**config.mk**
```make
export PLATFORM = sky130hd
export DESIGN_NAME = gate_stim_seq_flat
export DESIGN_NICKNAME = d
export VERILOG_FILES = /design/src/rtl/gate_stim_seq_if.sv /design/src/rtl/gate_stim_seq.sv /design/src/flat_wrapper.sv
export SDC_FILE = /design/constraint.sdc
export NUM_CORES = 1
export LEC_CHECK = 0
export ABC_AREA = 1
export CORE_ASPECT_RATIO = 0.5
export CORE_MARGIN = 5
export CORE_UTILIZATION = 53
export DETAILED_ROUTE_END_ITERATION = 16
export PLACE_DENSITY_LB_ADDON = 0.15
export SLEW_MARGIN = 30
export SYNTH_ARGS = -nofsm -noshare
export SYNTH_HDL_FRONTEND = slang
export SYNTH_SLANG_ARGS = --single-unit
```
**constraint.sdc**
```tcl
create_clock -name clk -period 1.6 [get_ports clk]
set_input_delay 0.16 -clock clk [delete_from_list [all_inputs] [get_ports clk]]
set_output_delay 0.16 -clock clk [all_outputs]
set_load 0.03 [all_outputs]
```
**src/rtl/gate_stim_seq_if.sv**
```systemverilog
// Bundle for the gate stimulus/capture sequencer: control inputs, the gate
// result bus coming back, and the stimulus/capture/status outputs.
// slave = sequencer side, master = controller/testbench side.
interface gate_stim_seq_if;
   logic       start;
   logic       auto_mode;
   logic       btn_step;
   logic [6:0] y_in;
   logic       a;
   logic       b;
   logic [1:0] vec_idx;
   logic       cap_valid;
   logic [6:0] cap_data;
   logic       busy;
   logic       done;
   logic       mismatch;

   modport slave (
      input  start, auto_mode, btn_step, y_in,
      output a, b, vec_idx, cap_valid, cap_data, busy, done, mismatch
   );

   modport master (
      output start, auto_mode, btn_step, y_in,
      input  a, b, vec_idx, cap_valid, cap_data, busy, done, mismatch
   );
endinterface

```
**src/rtl/gate_stim_seq.sv**
```systemverilog
// Stimulus/capture sequencer for the two-input gate bank.
// Walks {a,b} through 00,01,10,11, lets each vector settle, captures the
// 7-bit gate result, then waits for a timed tick (auto) or a debounced
// button press (manual) before moving on.
// Optional feature macro: SELFCHECK_EN -- compares each capture against the
// ideal gate truth table and raises a sticky mismatch flag.
module gate_stim_seq #(
   parameter int STEP_DIV   = 50_000_000,
   parameter int DB_CYCLES  = 1_000_000,
   parameter int SETTLE_CYC = 2
) (
   input  logic           clk,
   input  logic           rst,
   gate_stim_seq_if.slave bus
);

   localparam int TW = (STEP_DIV   > 1) ? $clog2(STEP_DIV)   : 1;
   localparam int DW = (DB_CYCLES  > 1) ? $clog2(DB_CYCLES)  : 1;
   localparam int SW = (SETTLE_CYC > 1) ? $clog2(SETTLE_CYC) : 1;

   localparam logic [TW-1:0] TICK_MAX   = TW'(STEP_DIV - 1);
   localparam logic [DW-1:0] DB_MAX     = DW'(DB_CYCLES - 1);
   localparam logic [SW-1:0] SETTLE_MAX = SW'(SETTLE_CYC - 1);

   typedef enum logic [2:0] {
      S_IDLE,
      S_SETTLE,
      S_CAPTURE,
      S_WAIT,
      S_DONE
   } state_t;

   state_t          state_q, state_d;
   logic [1:0]      vec_q;
   logic            mode_q;
   logic            busy_q;
   logic            done_q;
   logic            cap_valid_q;
   logic [6:0]      cap_data_q;
   logic [SW-1:0]   settle_cnt_q;
   logic [TW-1:0]   tick_cnt_q;
   logic            btn_s1_q, btn_s2_q;
   logic            db_lvl_q;
   logic [DW-1:0]   db_cnt_q;
   logic            step_q;

   logic            tick;
   logic            start_acc;
   logic            enter_settle;
   logic            advance;
   logic            finish;

   assign tick = (tick_cnt_q == TICK_MAX);

   // Button: two-flop synchroniser, then a level is accepted only after it
   // has differed from the accepted level for DB_CYCLES samples in a row.
   // A newly accepted high level produces a single-cycle step strobe.
   always_ff @(posedge clk) begin
      if (rst) begin
         btn_s1_q <= 1'b0;
         btn_s2_q <= 1'b0;
         db_lvl_q <= 1'b0;
         db_cnt_q <= '0;
         step_q   <= 1'b0;
      end else begin
         btn_s1_q <= bus.btn_step;
         btn_s2_q <= btn_s1_q;
         step_q   <= 1'b0;
         if (btn_s2_q == db_lvl_q) begin
            db_cnt_q <= '0;
         end else if (db_cnt_q == DB_MAX) begin
            db_cnt_q <= '0;
            db_lvl_q <= btn_s2_q;
            step_q   <= btn_s2_q;
         end else begin
            db_cnt_q <= db_cnt_q + DW'(1);
         end
      end
   end

   // FSM state register.
   always_ff @(posedge clk) begin
      if (rst) state_q <= S_IDLE;
      else     state_q <= state_d;
   end

   // FSM next state plus the strobes that steer the datapath registers.
   always_comb begin
      state_d      = state_q;
      start_acc    = 1'b0;
      enter_settle = 1'b0;
      advance      = 1'b0;
      finish       = 1'b0;
      case (state_q)
         S_IDLE, S_DONE: begin
            if (bus.start) begin
               start_acc    = 1'b1;
               enter_settle = 1'b1;
               state_d      = S_SETTLE;
            end
         end
         S_SETTLE: begin
            if (settle_cnt_q == SETTLE_MAX) state_d = S_CAPTURE;
         end
         S_CAPTURE: state_d = S_WAIT;
         S_WAIT: begin
            if (mode_q ? tick : step_q) begin
               if (vec_q == 2'd3) begin
                  finish  = 1'b1;
                  state_d = S_DONE;
               end else begin
                  advance      = 1'b1;
                  enter_settle = 1'b1;
                  state_d      = S_SETTLE;
               end
            end
         end
         default: state_d = S_IDLE;
      endcase
   end

   // Vector index, latched mode and busy/done status.
   always_ff @(posedge clk) begin
      if (rst) begin
         vec_q  <= 2'd0;
         mode_q <= 1'b0;
         busy_q <= 1'b0;
         done_q <= 1'b0;
      end else begin
         if (start_acc) begin
            vec_q  <= 2'd0;
            mode_q <= bus.auto_mode;
            busy_q <= 1'b1;
            done_q <= 1'b0;
         end else if (advance) begin
            vec_q <= vec_q + 2'd1;
         end else if (finish) begin
            busy_q <= 1'b0;
            done_q <= 1'b1;
         end
      end
   end

   // Settle and step timers; both restart whenever a vector is (re)applied
   // so every vector gets the full settle time and a full auto interval.
   always_ff @(posedge clk) begin
      if (rst) begin
         settle_cnt_q <= '0;
         tick_cnt_q   <= '0;
      end else begin
         if (enter_settle)           settle_cnt_q <= '0;
         else if (state_q == S_SETTLE) settle_cnt_q <= settle_cnt_q + SW'(1);

         if (enter_settle || tick) tick_cnt_q <= '0;
         else                      tick_cnt_q <= tick_cnt_q + TW'(1);
      end
   end

   // Capture register: data and valid strobe update on the same edge.
   always_ff @(posedge clk) begin
      if (rst) begin
         cap_valid_q <= 1'b0;
         cap_data_q  <= '0;
      end else begin
         cap_valid_q <= (state_q == S_CAPTURE);
         if (state_q == S_CAPTURE) cap_data_q <= bus.y_in;
      end
   end

`ifdef SELFCHECK_EN
   logic       mismatch_q;
   logic       exp_a, exp_b;
   logic [6:0] y_exp;

   assign exp_a = vec_q[1];
   assign exp_b = vec_q[0];
   assign y_exp = {~exp_a, ~(exp_a ^ exp_b), exp_a ^ exp_b, ~(exp_a | exp_b),
                   ~(exp_a & exp_b), exp_a | exp_b, exp_a & exp_b};

   // Sticky miscompare flag, cleared when a new sweep is accepted.
   always_ff @(posedge clk) begin
      if (rst)                                          mismatch_q <= 1'b0;
      else if (start_acc)                               mismatch_q <= 1'b0;
      else if (state_q == S_CAPTURE && bus.y_in != y_exp) mismatch_q <= 1'b1;
   end

   assign bus.mismatch = mismatch_q;
`else
   assign bus.mismatch = 1'b0;
`endif

   assign bus.a         = vec_q[1];
   assign bus.b         = vec_q[0];
   assign bus.vec_idx   = vec_q;
   assign bus.cap_valid = cap_valid_q;
   assign bus.cap_data  = cap_data_q;
   assign bus.busy      = busy_q;
   assign bus.done      = done_q;

endmodule

```
**src/flat_wrapper.sv**
```systemverilog
// flat-port wrapper written by rule: the top's interface ports become plain ports
module gate_stim_seq_flat 
#(
   parameter int STEP_DIV   = 50_000_000,
   parameter int DB_CYCLES  = 1_000_000,
   parameter int SETTLE_CYC = 2
)
  (clk, rst, bus_start, bus_auto_mode, bus_btn_step, bus_y_in, bus_a, bus_b, bus_vec_idx, bus_cap_valid, bus_cap_data, bus_busy, bus_done, bus_mismatch);
  gate_stim_seq_if bus_i ();
  input  logic clk;
  input  logic rst;
  input wire logic [$bits(bus_i.start)-1:0] bus_start;
  input wire logic [$bits(bus_i.auto_mode)-1:0] bus_auto_mode;
  input wire logic [$bits(bus_i.btn_step)-1:0] bus_btn_step;
  input wire logic [$bits(bus_i.y_in)-1:0] bus_y_in;
  output wire logic [$bits(bus_i.a)-1:0] bus_a;
  output wire logic [$bits(bus_i.b)-1:0] bus_b;
  output wire logic [$bits(bus_i.vec_idx)-1:0] bus_vec_idx;
  output wire logic [$bits(bus_i.cap_valid)-1:0] bus_cap_valid;
  output wire logic [$bits(bus_i.cap_data)-1:0] bus_cap_data;
  output wire logic [$bits(bus_i.busy)-1:0] bus_busy;
  output wire logic [$bits(bus_i.done)-1:0] bus_done;
  output wire logic [$bits(bus_i.mismatch)-1:0] bus_mismatch;
  assign bus_i.start = bus_start;
  assign bus_i.auto_mode = bus_auto_mode;
  assign bus_i.btn_step = bus_btn_step;
  assign bus_i.y_in = bus_y_in;
  assign bus_a = bus_i.a;
  assign bus_b = bus_i.b;
  assign bus_vec_idx = bus_i.vec_idx;
  assign bus_cap_valid = bus_i.cap_valid;
  assign bus_cap_data = bus_i.cap_data;
  assign bus_busy = bus_i.busy;
  assign bus_done = bus_i.done;
  assign bus_mismatch = bus_i.mismatch;
  gate_stim_seq #(.STEP_DIV(STEP_DIV), .DB_CYCLES(DB_CYCLES), .SETTLE_CYC(SETTLE_CYC)) u_core (.clk(clk), .rst(rst), .bus(bus_i));
endmodule
```
-- Word-level counts from Yosys, hierarchy flattened
Cells that the tools add are included.
- RAM bits: 0
- output and inout port bits: 15
- logic and storage cells: 64
- register bits: 67
- input port bits: 12
- memory bits (read-only): 0
- bits in latches: 0
- memories: 0
- muxes and demuxes: 18
- bitwise operators: 3
- div/mod/pow operators: 0
- order comparisons: 0
- add/subtract/negate cells: 4
- equality and inequality tests: 12
- reductions and logical operators: 13
- shift-type cells: 0
- $mul: 0
- operators with widths (operator ; count):
    $add A26 B1 Y26 const B ; 1
    $eq A26 B26 Y1 const B ; 1
    $add A20 B1 Y20 const B ; 1
    $eq A20 B20 Y1 const B ; 1
    $mux W1 ; 12
    $mux W3 ; 4
    $pmux W3 S4 ; 1
    $reduce_or A2 Y1 ; 4
    $eq A3 B2 Y1 const B ; 2
    $ne A2 B1 Y1 const B ; 3
    $reduce_and A2 Y1 ; 3
    $reduce_or A3 Y1 ; 2
    $eq A3 B1 Y1 const B ; 1
    $eq A3 B3 Y1 const B ; 1
    $logic_not A3 Y1 ; 1
    $not A1 Y1 ; 3
    $reduce_and A3 Y1 ; 1
    $add A2 B1 Y2 const B ; 1
    $eq A2 B2 Y1 const B ; 1
    $ne A2 B2 Y1 const B ; 1
    $pmux W1 S2 ; 1
    $reduce_bool A2 Y1 ; 1
    $add A1 B1 Y1 const B ; 1
    $eq A1 B1 Y1 ; 1
    $logic_or A1 B1 Y1 ; 1

-- Longest topological paths before layout
Gate-level depths: netlist (run 1).
- depth after elaboration: 7
- gate-level depth with buffers: 11
- gate-level depth less buffers: 11

-- Least setup slack after synthesis (run 1)
No wires, ideal clock.
- path type: reg-to-reg
- start: register u_core.vec_q[0], in the netlist u_core.bus.vec_idx[0]
- end: register u_core.tick_cnt_q[23]
- slack: 0.031 ns
- library setup time: 0.112 ns
- cell stages (with the launch flop): 7
- clock period less this slack: 1.569 ns
- required time: 1.488 ns
- path buffers: 1
- arrival time: 1.457 ns
- path through: dfxtp_1 > ha_1 > nor4_4 > nand2_4 > nand3_4 > buf_12 > nor2_1
- longest elaborated chain between the ends: 6
- ends and longest elaborated chain (element ; line ; text):
    start: declaration ; gate_stim_seq.sv:34 ; logic [1:0] vec_q;
    start signal: assignment ; gate_stim_seq.sv:136 ; vec_q <= vec_q + 2'd1;
    $eq A2 B2 Y1 ; gate_stim_seq.sv:108 ; if (vec_q == 2'd3) begin
    $mux W1 ; gate_stim_seq.sv:108 ;
    $mux W1 ; gate_stim_seq.sv:107 ; if (mode_q ? tick : step_q) begin
    $pmux W1 S2 ; gate_stim_seq.sv:94 ; case (state_q)
    $logic_or A1 B1 Y1 ; gate_stim_seq.sv:154 ; if (enter_settle || tick) tick_cnt_q <= '0;
    $reduce_or A2 Y1 (no line) ; -- ;
    end signal: assignment ; gate_stim_seq.sv:155 ; else tick_cnt_q <= tick_cnt_q + TW'(1);
    end: declaration ; gate_stim_seq.sv:41 ; logic [TW-1:0] tick_cnt_q;
No other way between the ends.
A chain may end at the register's enable or synchronous reset.

-- Final worst setup path (run 1)
- start: register u_core.vec_q[1], in the netlist u_core.bus.vec_idx[1]
- end: output port bus_a
- RTL lines (element ; line ; text):
    end: declaration ; flat_wrapper.sv:16 ; output wire logic [$bits(bus_i.a)-1:0] bus_a;
No word-level cell between the ends.

==> results of run 1 <==
[kinds of logic after synthesis]
kind of cell | Yosys count | synth area share (%)
and+or+nand+nor | 256 | 38.4
buffers and inverters | 70 | 9.16
DFF | 67 | 40.8
AOI/OAI and AO/OA | 36 | 6.16
xor gates and xnor gates | 16 | 4.26
adders and majority gates | 3 | 1.14
other | 1 | 0.114
[area by class of cell]
| cell class | instances | area share, % |
|---|---|---|
| multi-input combinational | 315 | 42.9 |
| clock inverter | 7 | 2.66 |
| timing repair buffer | 49 | 10.4 |
| sequential | 67 | 31.1 |
| inverter | 61 | 5.24 |
| tap | 88 | 2.52 |
| clock buffer | 9 | 5.15 |
[sequential cells by signal, summed over array words and instances (netlist names)]
register	count
u_core.bus.vec_idx	2
u_core.db_lvl_q	1
u_core.tick_cnt_q	26
u_core.bus.cap_valid	1
u_core.state_q	3
u_core.bus.busy	1
u_core.mode_q	1
u_core.settle_cnt_q	1
u_core.btn_s1_q	1
u_core.bus.cap_data	7
u_core.step_q	1
u_core.db_cnt_q	20
u_core.bus.done	1
u_core.btn_s2_q	1
[per-layer routing]
metal	GRT usage, %	share of wire, %
met4	6.28	1.6
met1	21.7	45
met5	0	0
met2	32.9	49
met3	6.79	4.4
[worst max path at each step]
stage	cells after the start	start	slack [ns]	end
final	1	u_core.bus.vec_idx[1]	0.05	bus_a
after global routing	10	u_core.db_cnt_q[1]	-0.07	u_core.db_cnt_q[18]
after CTS	8	u_core.tick_cnt_q[1]	-0.006	u_core.tick_cnt_q[23]
after detailed placement	8	u_core.tick_cnt_q[1]	-0.03	u_core.tick_cnt_q[23]
after global placement	8	u_core.tick_cnt_q[1]	0.03	u_core.tick_cnt_q[23]
after floorplan	6	u_core.bus.vec_idx[0]	0.03	u_core.tick_cnt_q[23]
[cells in the mapped netlist (4+ instances only)]
| library cell | count |
|---|---|
| nand2_1 | 83 |
| nor2_1 | 77 |
| dfxtp_1 | 67 |
| inv_1 | 58 |
| nand3_1 | 19 |
| nor3_1 | 18 |
| a21oi_1 | 17 |
| nand4_1 | 11 |
| o21ai_0 | 11 |
| xor2_1 | 11 |
| nor2_2 | 7 |
| nand2_2 | 6 |
| a21oi_2 | 5 |
| nor3b_1 | 5 |
| xnor2_1 | 5 |
| nand3_2 | 4 |
| nor3_2 | 4 |
| or2_2 | 4 |
[power by group]
part	switching [mW]	internal (mW)	total (mW)
clock network	0.730	1.52	2.25
registers	0.0457	1.73	1.77
logic	0.269	0.178	0.447
total	1.04	3.42	4.47
[stage by stage]
| stage | total power [mW] | instances |
|---|---|---|
| 6_report | 4.47 | 596 |
| 3_5_place_dp | 2.20 | 575 |
| 4_1_cts | 4.48 | 591 |
| 2_1_floorplan | 2.08 | 449 |
| 3_3_place_gp | 2.20 | 575 |
| 5_1_grt | 4.65 | 596 |
[what timing repair did]
| item | CTS | global route |
|---|---|---|
| gates cloned | 0 | 3 |
| setup buffers | 0 | 2 |
| pin swaps | 0 | 12 |
| gates resized for setup | 6 | 51 |
| endpoints found under the hold margin | 0 | 0 |
| setup endpoints to repair | 23 | 49 |
[worst register-to-register path, cell delays in order (launching register included)]
cell	delay, ns
dfxtp_1	0.37
nand2_2	0.10
nor2_2	0.14
nand2_1	0.11
nor2_4	0.12
nand3_2	0.13
nand2_4	0.12
nand2_8	0.09
nand3_4	0.17
nor3_1	0.07
==> results.sh, run 1 <==
export IMPL_status="finished clean"
export IMPL_hpwl_mm=4.73
export IMPL_firstDrtPassIters=4
export IMPL_crit_buf_inv=1
export IMPL_core_sq_mm=0.00606
export IMPL_vias=2952
export IMPL_num_nets_final=518
export IMPL_synth_warnings=0
export IMPL_skew_ns=0.00437
export IMPL_yosysSeqAreaShare_pct=40.8
export IMPL_reg2reg_from="u_core.tick_cnt_q[22]"
export IMPL_die_x_um=121
export IMPL_wire_per_inst_um=12.2
export IMPL_finalSetupViolCount=0
export IMPL_cts_sinks=67
export IMPL_multi_input_area_sq_mm=0.00187
export IMPL_drive_gt1_share_pct=23.2
export IMPL_maxCapViolations=0
export IMPL_synth_net_count=464
export IMPL_hold_buffers=0
export IMPL_viasPerCell=4.95
export IMPL_critPathMaxFanout=4
export IMPL_worstPathRequired_ns=1.44
export IMPL_grt_overflow_total=0
export IMPL_finalSetupTns_ns=0
export IMPL_grt_pass1_wl_mm=12.0
export IMPL_synth_avg_cell_area_sq_um=7.33
export IMPL_cpPeakStageDelay_ns=0.69
export IMPL_crit_path_end_kind="output pin"
export IMPL_mostFrequentLayoutCells="77 x nand2_1, 72 x nor2_1, 57 x inv_1"
export IMPL_initialDrtViolationCount=135
export IMPL_p_per_area_mw_per_mm2=1020
export IMPL_slew_violations=0
export IMPL_row_count=20
export IMPL_synth_edf_count=0
export IMPL_track_usage_pct=18.8
export IMPL_critPathKind="flip-flop to output pin"
export IMPL_period_share_pct=96.8
export IMPL_syn_inst=449
export IMPL_area_sequential_sq_mm=0.00136
export IMPL_initial_utilization_pct=54.3
export IMPL_layout_commonest_cell="nand2_1"
export IMPL_reg2reg_to="u_core.tick_cnt_q[22]"
export IMPL_place_ws_ns=-0.0303
export IMPL_placed_area_sq_mm=0.00376
export IMPL_rsz0062_at_grt="yes"
export IMPL_crit_slowest_cell="clkdlybuf4s50_1"
export IMPL_fill_cells=495
export IMPL_crit_path_start_kind="flip-flop"
export IMPL_synthTopCellsByArea="dfxtp_1 41%, nand2_1 9.5%, nor2_1 8.8%, inv_1 6.6%, xor2_1 2.9%"
export IMPL_ys_ff_latch=67
export IMPL_finalWirelength_mm=7.25
export IMPL_grt_max_degree=27
export IMPL_fin_crit_ns=1.55
export IMPL_whs_path_depth=3
export IMPL_drcViolationCount=0
export IMPL_yosysTopAreaCell="dfxtp_1"
export IMPL_async_flop_share_pct=0
export IMPL_cts_tree="built"
export IMPL_worstPathArrival_ns=1.39
export IMPL_max_clock_freq_mhz=645
export IMPL_antenna_found_initial=0
export IMPL_reg2reg_depth=9
export IMPL_min_path_type="primary input to flip-flop"
export IMPL_first_global_vias=2770
export IMPL_die_y_um=65.7
export IMPL_cp_top_family="buffers and inverters"
export IMPL_min_from="bus_btn_step"
export IMPL_worstSkewPairLatency_ns=0.33
export IMPL_yosysTopAreaCellShare_pct=40.8
export IMPL_hold_ws_ns=0.351
export IMPL_antenna_cells=0
export IMPL_io_pins=27
export IMPL_postRouteAntennaNets=0
export IMPL_io_buffers=25
export IMPL_vdd_drop_max_mv=0.869
export IMPL_numCtsBuffers=9
export IMPL_finish_utilization_pct=72.1
export IMPL_fin_ws_ns=0.0506
export IMPL_synth_cell_area_sq_mm=0.00329
export IMPL_yosysUniqueCellTypes=41
export IMPL_hold_violations=0
export IMPL_clk_pin_slew_ns=0.05
export IMPL_clk_path_buf_depth=2
export IMPL_syn2layout_area_growth_pct=32.8
export IMPL_cts_max_level=3
export IMPL_ctsRootBufferMaster="clkbuf_16"
export IMPL_r2r_slack_ns=0.06
export IMPL_post_route_cell_area_sq_mm=0.00437
export IMPL_gp_congestion=0.789
export IMPL_p_leak_nw=1.67
export IMPL_dieArea_sq_mm=0.00798
export IMPL_hold_end="u_core.btn_s1_q"
export IMPL_synth_main_ff_cell="dfxtp_1"
export IMPL_cp_cell_sequence="clkdlybuf4s50_1"
No activity file was read; power rests on OpenSTA's default activity.
==> run 2: changes to the inputs <==
Settings changed: CORE_ASPECT_RATIO 0.5 to 0.6.
==> run 2 against run 1 <==
  * Via count is 4.8% higher
  * Sequential share of layout area increased by 1.0 points
  * Highest routed layer unchanged
  * Final area is 2.8% lower
  * Critical endpoint is now u_core.db_cnt_q[18]
  * Maximum frequency shrank 0.27%
==> results.sh, run 2 (synthesized netlist as in run 1, its figures left out) <==
export IMPL_wire_per_inst_um=13.4
export IMPL_fin_ws_ns=0.0464
export IMPL_skew_ns=0.00941
export IMPL_period_share_pct=97.1
export IMPL_layout_commonest_cell="nand2_1"
export IMPL_viasPerCell=5.16
export IMPL_p_int_mw=2.45
export IMPL_p_comb_share_pct=12.5
export IMPL_firstDrtPassIters=7
export IMPL_grt_pass1_wl_mm=12.7
export IMPL_cts_tree="built"
export IMPL_critPathKind="flip-flop to flip-flop"
export IMPL_cts_sinks=67
export IMPL_max_clock_freq_mhz=644
export IMPL_worstPathArrival_ns=1.84
export IMPL_finalSetupTns_ns=0
export IMPL_gp_congestion=0.853
export IMPL_finalSetupViolCount=0
export IMPL_syn2layout_area_growth_pct=29.1
export IMPL_drive_gt1_share_pct=25.8
export IMPL_track_usage_pct=19.5
export IMPL_clk_path_buf_depth=2
export IMPL_min_path_type="primary input to flip-flop"
export IMPL_hold_ws_ns=0.336
export IMPL_rsz0062_at_grt="yes"
export IMPL_maxCapViolations=0
export IMPL_placed_area_sq_mm=0.00378
export IMPL_vdd_drop_max_mv=0.614
export IMPL_status="finished clean"
export IMPL_postRouteAntennaNets=0
export IMPL_initial_utilization_pct=54.1
export IMPL_mostFrequentLayoutCells="78 x nand2_1, 72 x nor2_1, 56 x inv_1"
export IMPL_initialDrtViolationCount=156
export IMPL_place_ws_ns=-0.0453
export IMPL_critPathMaxFanout=4
export IMPL_cts_max_level=3
export IMPL_grt_overflow_total=0
export IMPL_largest_register="u_core.tick_cnt_q"
export IMPL_finalWirelength_mm=8.01
export IMPL_row_count=22
export IMPL_p_per_area_mw_per_mm2=814
export IMPL_hold_violations=0
export IMPL_fill_cells=492
export IMPL_dieArea_sq_mm=0.00794
export IMPL_io_pins=27
export IMPL_p_leak_nw=1.61
export IMPL_die_y_um=71.0
export IMPL_slew_violations=0
export IMPL_p_sw_share_pct=29.1
export IMPL_vias=3094
export IMPL_p_switching_mw=1.01
export IMPL_crit_path_end_kind="flip-flop"
export IMPL_grt_max_degree=21
export IMPL_worstSkewPairLatency_ns=0.35
export IMPL_core_sq_mm=0.00608
export IMPL_fin_crit_ns=1.55
export IMPL_first_global_vias=2762
export IMPL_largest_reg_flops=26
export IMPL_antenna_cells=0
export IMPL_antenna_found_initial=0
export IMPL_ctsRootBufferMaster="clkbuf_8"
export IMPL_worstPathRequired_ns=1.89
export IMPL_seqPwrFrac_pct=51.1
export IMPL_p_clk_share_pct=36.4
export IMPL_post_route_cell_area_sq_mm=0.00425
export IMPL_hpwl_mm=5.19
export IMPL_drcViolationCount=0
export IMPL_clk_pin_slew_ns=0.08
export IMPL_io_buffers=25
export IMPL_die_x_um=112
export IMPL_crit_path_start_kind="flip-flop"
export IMPL_num_nets_final=526
export IMPL_numCtsBuffers=9
## run 2: cell count changes in the layout (fill, tap and decap cells not counted), sizes merged
cell	change
dlygate4sd2	+2
clkinvlp	+2
inv	+1
clkbuf	+1
bufinv	-3
dlymetal6s2s	-1
clkdlybuf4s50	-1
buf	+8
clkinv	-1
## run 2: area by class of cell
class / count / area (sq um) / area share (%)
sequential: 67 / 1370 / 32.2
multi-input combinational: 315 / 1880 / 44.3
tap: 84 / 105 / 2.47
timing repair buffer: 57 / 498 / 11.7
clock buffer: 10 / 128 / 3.00
clock inverter: 6 / 41.3 / 0.972
inverter: 61 / 229 / 5.39
## run 2: repair_timing
action	CTS	global route
hold buffers	0	0
pin swaps	1	19
setup endpoints to repair	32	51
cloned	2	1
resized for setup	7	59
setup buffers	0	7
## run 2: layer usage
metal / vias up / global-route usage (%) / wire length, um
li1: 1553 / - / -
met1: 1425 / 26.2 / 3670
met2: 106 / 29.7 / 3570
met3: 10 / 7.44 / 703
met4: 0 / 4.72 / 75
met5: - / 0 / 0
## run 2: power groups by stage
stage | combinational [mW] | sequential [mW] | clock [mW]
finish | 0.434 | 1.77 | 1.26
global placement | 0.398 | 1.80 | 0
detailed placement | 0.402 | 1.81 | 0
global route | 0.480 | 1.77 | 1.36
floorplan | 0.221 | 1.85 | 0
CTS | 0.424 | 1.77 | 1.27
## run 2: through the flow
| stage | total power [mW] | util, % | instances |
|---|---|---|---|
| floorplan | 2.08 | - | 449 |
| global placement | 2.20 | 62.2 | 575 |
| detailed placement | 2.21 | 62.2 | 575 |
| CTS | 3.47 | 65.5 | 593 |
| global route | 3.61 | 69.8 | 600 |
| finish | 3.46 | 69.8 | 600 |
## run 2: final timing paths
check / from / endpoint / slack, ns / cells after the start
max: u_core.db_cnt_q[0] / u_core.db_cnt_q[18] / 0.05 / 9
min reg2reg: u_core.btn_s1_q / u_core.btn_s2_q / 0.41 / 2
min: bus_btn_step / u_core.btn_s1_q / 0.34 / 3
max reg2reg: u_core.db_cnt_q[0] / u_core.db_cnt_q[18] / 0.05 / 9
## run 2: critical path, stage by stage (launching register included)
cell      delay [ns]
dfxtp_4         0.38
ha_4            0.14
nand2_2         0.04
inv_2           0.09
nand2_4         0.06
nor2_4          0.17
nand3_4         0.12
nor3_4          0.24
nand3b_1        0.13
a21oi_2         0.13
